### config.mk
export PLATFORM = sky130hd
export DESIGN_NAME = slot_game_ctrl
export DESIGN_NICKNAME = d
export VERILOG_FILES = /design/src/rtl/slot_pkg.sv /design/src/rtl/slot_lfsr.sv /design/src/rtl/slot_game_ctrl.sv
export SDC_FILE = /design/constraint.sdc
export NUM_CORES = 1
export LEC_CHECK = 0
export BUFFER_PORTS_ARGS = -buffer_cell sky130_fd_sc_hd__buf_4
export CORE_ASPECT_RATIO = 2
export CORE_UTILIZATION = 40
export CTS_BUF_LIST = sky130_fd_sc_hd__clkbuf_4 sky130_fd_sc_hd__clkbuf_8 sky130_fd_sc_hd__clkbuf_16
export DETAILED_ROUTE_END_ITERATION = 10
export SETUP_SLACK_MARGIN = 0.02
export SLEW_MARGIN = 20
export SYNTH_ARGS = -nofsm -noshare
export SYNTH_HDL_FRONTEND = slang
export SYNTH_SLANG_ARGS = --single-unit
### constraint.sdc
create_clock -name clk -period 4.1 [get_ports clk]
set_input_delay 1.025 -clock clk [delete_from_list [all_inputs] [get_ports clk]]
set_output_delay 1.025 -clock clk [all_outputs]
set_load 0.03 [all_outputs]
### src/rtl/slot_pkg.sv
// Shared types and constants for the slot machine game controller.
// Credit arithmetic helpers saturate in one extra bit of headroom.
package slot_pkg;

  typedef enum logic [1:0] {IDLE, SPIN, EVAL, HOLD} state_t;
  typedef logic [1:0] symbol_t;

  localparam logic [15:0] LFSR_TAPS = 16'hB400;
  localparam int          CREDIT_W  = 10;

  function automatic logic [CREDIT_W-1:0] sat_add(
    input logic [CREDIT_W-1:0] a,
    input logic [CREDIT_W-1:0] b,
    input logic [CREDIT_W-1:0] lim
  );
    logic [CREDIT_W:0] sum;
    sum = {1'b0, a} + {1'b0, b};
    return (sum > {1'b0, lim}) ? lim : sum[CREDIT_W-1:0];
  endfunction

endpackage

### src/rtl/slot_lfsr.sv
// 16-bit Galois LFSR, exposes its low OUT_W bits; steps once per enabled cycle.
// Latency: new value visible one cycle after the enabled edge; no backpressure.
module slot_lfsr
  import slot_pkg::*;
#(
  parameter logic [15:0] SEED  = 16'hACE1,
  parameter int          OUT_W = 6
) (
  input  logic             clk,
  input  logic             rst,
  input  logic             en,
  output logic [OUT_W-1:0] rnd
);

  logic [15:0] lfsr;

  always_ff @(posedge clk) begin
    if (rst) begin
      lfsr <= SEED;
    end else if (en) begin
      lfsr <= {1'b0, lfsr[15:1]} ^ (lfsr[0] ? LFSR_TAPS : 16'h0000);
    end
  end

  assign rnd = lfsr[OUT_W-1:0];

endmodule

### src/rtl/slot_game_ctrl.sv
// Slot machine game FSM: button edges and frame ticks in, reel/credit/bet/win state out.
// Latency: button press acts one cycle after the rising level; no backpressure, presses while busy are dropped.
module slot_game_ctrl
  import slot_pkg::*;
#(
  parameter logic [CREDIT_W-1:0] START_CREDIT   = 10'd100,
  parameter logic [CREDIT_W-1:0] MAX_CREDIT     = 10'd999,
  parameter logic [CREDIT_W-1:0] COIN_VALUE     = 10'd10,
  parameter logic [7:0]          SPIN_FRAMES    = 8'd60,
  parameter logic [7:0]          STAGGER_FRAMES = 8'd30,
  parameter logic [7:0]          HOLD_FRAMES    = 8'd60,
  parameter logic [3:0]          PAYOUT_3       = 4'd10,
  parameter logic [3:0]          PAYOUT_2       = 4'd2,
  parameter logic [15:0]         LFSR_SEED      = 16'hACE1
) (
  input  logic                clk,
  input  logic                rst,
  input  logic                btn_spin,
  input  logic                btn_bet,
  input  logic                btn_coin,
  input  logic                frame_tick,
  output logic [1:0]          reel0,
  output logic [1:0]          reel1,
  output logic [1:0]          reel2,
  output logic [2:0]          reel_stop,
  output logic [CREDIT_W-1:0] credit,
  output logic [1:0]          bet,
  output logic                win,
  output logic                busy
);

  state_t              state;
  logic [7:0]          frame_cnt;
  logic [7:0]          cnt_inc;
  logic [5:0]          rnd_q;
  logic [5:0]          lfsr_rnd;
  logic                prev_spin, prev_bet, prev_coin;
  logic                press_spin, press_bet, press_coin;
  symbol_t             reels [3];
  logic [7:0]          stop_t [3];
  logic [2:0]          stop_nxt;
  logic [CREDIT_W-1:0] bet_ext;
  logic [CREDIT_W-1:0] pay;
  logic                eq01, eq12, eq02;

  slot_lfsr #(.SEED(LFSR_SEED), .OUT_W(6)) u_lfsr (
    .clk (clk),
    .rst (rst),
    .en  (1'b1),
    .rnd (lfsr_rnd)
  );

  always_ff @(posedge clk) begin
    prev_spin <= btn_spin;
    prev_bet  <= btn_bet;
    prev_coin <= btn_coin;
  end

  assign press_spin = btn_spin & ~prev_spin;
  assign press_bet  = btn_bet  & ~prev_bet;
  assign press_coin = btn_coin & ~prev_coin;
  assign bet_ext    = {{(CREDIT_W-2){1'b0}}, bet};

  // Each reel stops on the tick whose post-increment count hits its target.
  always_comb begin
    cnt_inc   = frame_cnt + 8'd1;
    stop_t[0] = SPIN_FRAMES + {6'd0, rnd_q[1:0]};
    stop_t[1] = SPIN_FRAMES + STAGGER_FRAMES + {6'd0, rnd_q[3:2]};
    stop_t[2] = SPIN_FRAMES + (STAGGER_FRAMES << 1) + {6'd0, rnd_q[5:4]};
    stop_nxt  = reel_stop;
    for (int i = 0; i < 3; i++) begin
      if (cnt_inc == stop_t[i]) stop_nxt[i] = 1'b1;
    end
  end

  assign eq01 = (reels[0] == reels[1]);
  assign eq12 = (reels[1] == reels[2]);
  assign eq02 = (reels[0] == reels[2]);

  always_comb begin
    pay = '0;
    if (eq01 && eq12) begin
      pay = bet_ext * {{(CREDIT_W-4){1'b0}}, PAYOUT_3};
    end else if (eq01 || eq12 || eq02) begin
      pay = bet_ext * {{(CREDIT_W-4){1'b0}}, PAYOUT_2};
    end
  end

  always_ff @(posedge clk) begin
    if (rst) begin
      state     <= IDLE;
      frame_cnt <= '0;
      rnd_q     <= '0;
      credit    <= START_CREDIT;
      bet       <= 2'd1;
      reel_stop <= 3'b111;
      win       <= 1'b0;
      busy      <= 1'b0;
      for (int i = 0; i < 3; i++) reels[i] <= '0;
    end else begin
      case (state)
        IDLE: begin
          if (press_spin) begin
            if (credit >= bet_ext) begin
              credit    <= credit - bet_ext;
              win       <= 1'b0;
              reel_stop <= 3'b000;
              frame_cnt <= '0;
              rnd_q     <= lfsr_rnd;
              busy      <= 1'b1;
              state     <= SPIN;
            end
          end else if (press_bet) begin
            bet <= (bet == 2'd3) ? 2'd1 : bet + 2'd1;
          end else if (press_coin) begin
            credit <= sat_add(credit, COIN_VALUE, MAX_CREDIT);
          end
        end
        SPIN: begin
          if (frame_tick) begin
            frame_cnt <= cnt_inc;
            reel_stop <= stop_nxt;
            for (int i = 0; i < 3; i++) begin
              if (!reel_stop[i]) reels[i] <= reels[i] + 2'd1;
            end
            if (stop_nxt == 3'b111) state <= EVAL;
          end
        end
        EVAL: begin
          credit    <= sat_add(credit, pay, MAX_CREDIT);
          win       <= (pay != '0);
          frame_cnt <= '0;
          state     <= HOLD;
        end
        HOLD: begin
          if (frame_tick) begin
            frame_cnt <= cnt_inc;
            if (cnt_inc == HOLD_FRAMES) begin
              busy  <= 1'b0;
              state <= IDLE;
            end
          end
        end
        default: state <= IDLE;
      endcase
    end
  end

  assign reel0 = reels[0];
  assign reel1 = reels[1];
  assign reel2 = reels[2];

endmodule

==> results by group <==
Status
  – Outcome: completed

Logic synthesis
  – Synth top area cells: dfxtp_1 (28%), xnor2_1 (5.3%), ha_1 (5.1%)
  – Seq/Total Area, Yosys: 33.3%
  – Synthesized area: 3670 sq um
  – Ys flop type: dfxtp_1
  – Synth async-reset ratio: 0%
  – Area share of the largest cell type after synthesis: 28.4%
  – Gate Count Post-Synth: 431
  – Synthesized Nets: 454
  – Top cells by instance count after synthesis: dfxtp_1 (52), nor2_1 (49), a21oi_1 (24)
  – Leading area contributor after synthesis: dfxtp_1
  – Synth warn: 0
  – EDFF count, synth: 6
  – Mapped Avg Cell Area: 8.51 sq um
  – Count leader, synth: dfxtp_1
  – Synth cell types: 67
  – Seq cells post-synth: 58

Global route
  – Global-route wire length before repair: 15.5 mm
  – GRT overflow: 0
  – Largest net degree at the start of global routing: 57
  – GRT Util Overall: 21.0%
  – Initial antenna violation count: 0
  – Number of global-route vias before repair: 3162

Die
  – IO Count: 29
  – Initial Utilization: 41.0%
  – # rows: 49
  – Die W: 69.7 um
  – Core Region: 8950 sq um
  – Die height: 137 um
  – Full die area: 9580 sq um

Placed design
  – Placer Congestion: 0.920
  – Dpl hpwl: 7.07 mm
  – PortBufs: 28

Worst setup path
  – Crit path top cell by count: o21a_1
  – Critical-path top delay cell: edfxtp_1
  – Type of origin of the critical path: flip-flop
  – Top Family by Delay on Critical Path: compound AO/OA/AOI/OAI gates
  – R2r setup slk: 0.65 ns
  – Worst path cell trace: or3_1 > a22oi_1 > and2_1 > ha_1 > nor2b_1 > o21a_1 > o21a_1 > a2111o_1 > o21ai_1 > nor2_1 > a221oi_1
  – Critical path depth: 11
  – CP max stage delay: 0.51 ns
  – CP Data Arrival Time: 3.68 ns
  – CP max FO: 7
  – Bufs and invs on worst path: 0
  – Worst Setup End Kind: flip-flop
  – WP data required: 4.33 ns
  – Crit Path Class: reg2reg
  – Worst r2r path cells: 11

Detailed routing
  – Vias: 3184
  – Drt total wl: 9.53 mm
  – DR WL/cell: 17.4 um
  – Post-route DRC: 0
  – First-pass DRT Iterations: 4
  – DRT iter0 DRCs: 206
  – Antenna Nets Post-Route: 0
  – Via-to-Cell Ratio: 5.80

Hold path
  – Hold Path Cell Cnt: 1
  – Worst hold path type: reg2reg

Clock tree
  – Post_cts resized: 0
  – TritonCTS buffer count: 9
  – Worst skew pair latency: 0.33 ns
  – CTS tree: built
  – CTS H-tree lvls: 3
  – # hold bufs at CTS: 0
  – Clock tree buffer depth: 2
  – Clock transition at the registers of the reported paths: 0.05 ns
  – Post-CTS Setup Bufs: 0
  – CTS sink count: 58
  – Clock root cell: clkbuf_16

Layout
  – Share of cells above drive strength 1: 14.5%
  – NumNets Final: 465
  – Fill cells: 896
  – Number of diodes: 0
  – Synth-to-Final Area Change: 14.0%

STA
  – Final hold vios: 0
  – Maximum clock frequency: 290 MHz
  – Fin Clk Skew: 0.00517 ns
  – Worst slew margin: 46.8%
  – Worst-Margin Slew: 0.798 ns
  – Fin crit share: 84.2%
  – Final slew viol count: 0
  – Hold WS: 0.411 ns
  – Tmin final: 3.45 ns
  – Setup TNS: 0 ns
  – Setup violators final: 0
  – Unrepaired setup endpoints after global routing: false

Pwr
  – Cell Pwr Density: 648 nW/um^2
  – Leak: 1.62 nW
  – Worst VDD drop: 0.260 mV

Run
  – Max Cap Violations: 0
==> per-layer routing <==
layer  up-vias  track usage [%]  part of all wire [%]
met5         -                0                     0
met4         0             16.1                   5.9
met3        35             3.95                   3.5
met2        86             38.8                    54
met1      1507             20.4                    36
li1       1556                -                     -
==> cells by family (layout without fill, tap and decap cells) <==
family          count (synthesis)  count (layout)  synth area share, %
compound gates                101             101                 19.4
xor+xnor                       37              37                 8.83
fa+ha+maj                      17              17                 6.21
buf+inv                        46              62                 5.59
flops                          58              58                 33.3
mux                             8               8                 2.22
simple gates                  164             164                 24.4
==> report_power, final <==
| group | internal [W] | switching, W | leakage [nW] |
|---|---|---|---|
| clock network | 0.000508 | 0.000251 | 0.153 |
| registers | 0.000657 | 0.000173 | 0.490 |
| logic | 0.000445 | 0.000676 | 0.976 |
==> final cells by class <==
class	instances	area, sq um	share of cell area, %
Multi-Input combinational cell	327	2240	53.6
Clock buffer	12	260	6.22
Timing Repair Buffer	29	218	5.20
Clock inverter	4	48.8	1.17
Inverter	17	63.8	1.53
Tap cell	102	128	3.05
Sequential cell	58	1220	29.2
==> stage by stage <==
stage | total power (W) | cell area (sq um) | worst slack [ns] | instances | util, %
after floorplan | 0.00163 | 3670 | 0.942 | 431 | -
after global placement | 0.00194 | 3870 | 0.719 | 533 | 43.3
after detailed placement | 0.00195 | 3870 | 0.660 | 533 | 43.3
after CTS | 0.00272 | 4180 | 0.643 | 549 | 46.7
after global routing | 0.00288 | 4180 | 0.302 | 549 | 46.7
final | 0.00271 | 4180 | 0.648 | 549 | 46.7
==> path summary, 6_finish.rpt <==
check	startpoint	to
min	u_lfsr.lfsr[12]	u_lfsr.lfsr[11]
max reg2reg	reels[0][0]	credit[1]
min reg2reg	u_lfsr.lfsr[12]	u_lfsr.lfsr[11]
max	reels[0][0]	credit[1]
==> cells in the final DEF, fill, tap and decap left out, drive strengths merged, types with 4 or more instances in the layout <==
cell type	instances
inv	18
a22oi	4
and2	6
dfxtp	52
a221oi	5
a211oi	4
nor2	50
nor3	16
nand3b	6
nand2	18
o21ai	21
xnor2	22
xor2	15
o21a	4
and3	5
nor4	6
edfxtp	6
nand3	11
nor2b	10
clkbuf	12
o211ai	4
or3	5
a21oi	24
mux2i	7
ha	15
buf	29
a31oi	8
o21bai	6
or2	8
nand2b	10
==> worst reg2reg max path: cells and delay by family, from the launching register on <==
| family | cells | cell delay, ns |
|---|---|---|
| AOI/OAI and AO/OA | 6 | 1.72 |
| adders and majority gates | 1 | 0.27 |
| DFF | 1 | 0.51 |
| and+or+nand+nor | 4 | 0.87 |
==> flip-flops by register name, summed over array words and instances, names as in the netlist <==
name         flops
bet              2
busy             1
credit          10
frame_cnt        8
prev_bet         1
prev_coin        1
prev_spin        1
reel_stop        3
reels            6
rnd_q            6
state            2
u_lfsr.lfsr     16
win              1
Power figures use the tool's default switching activity.
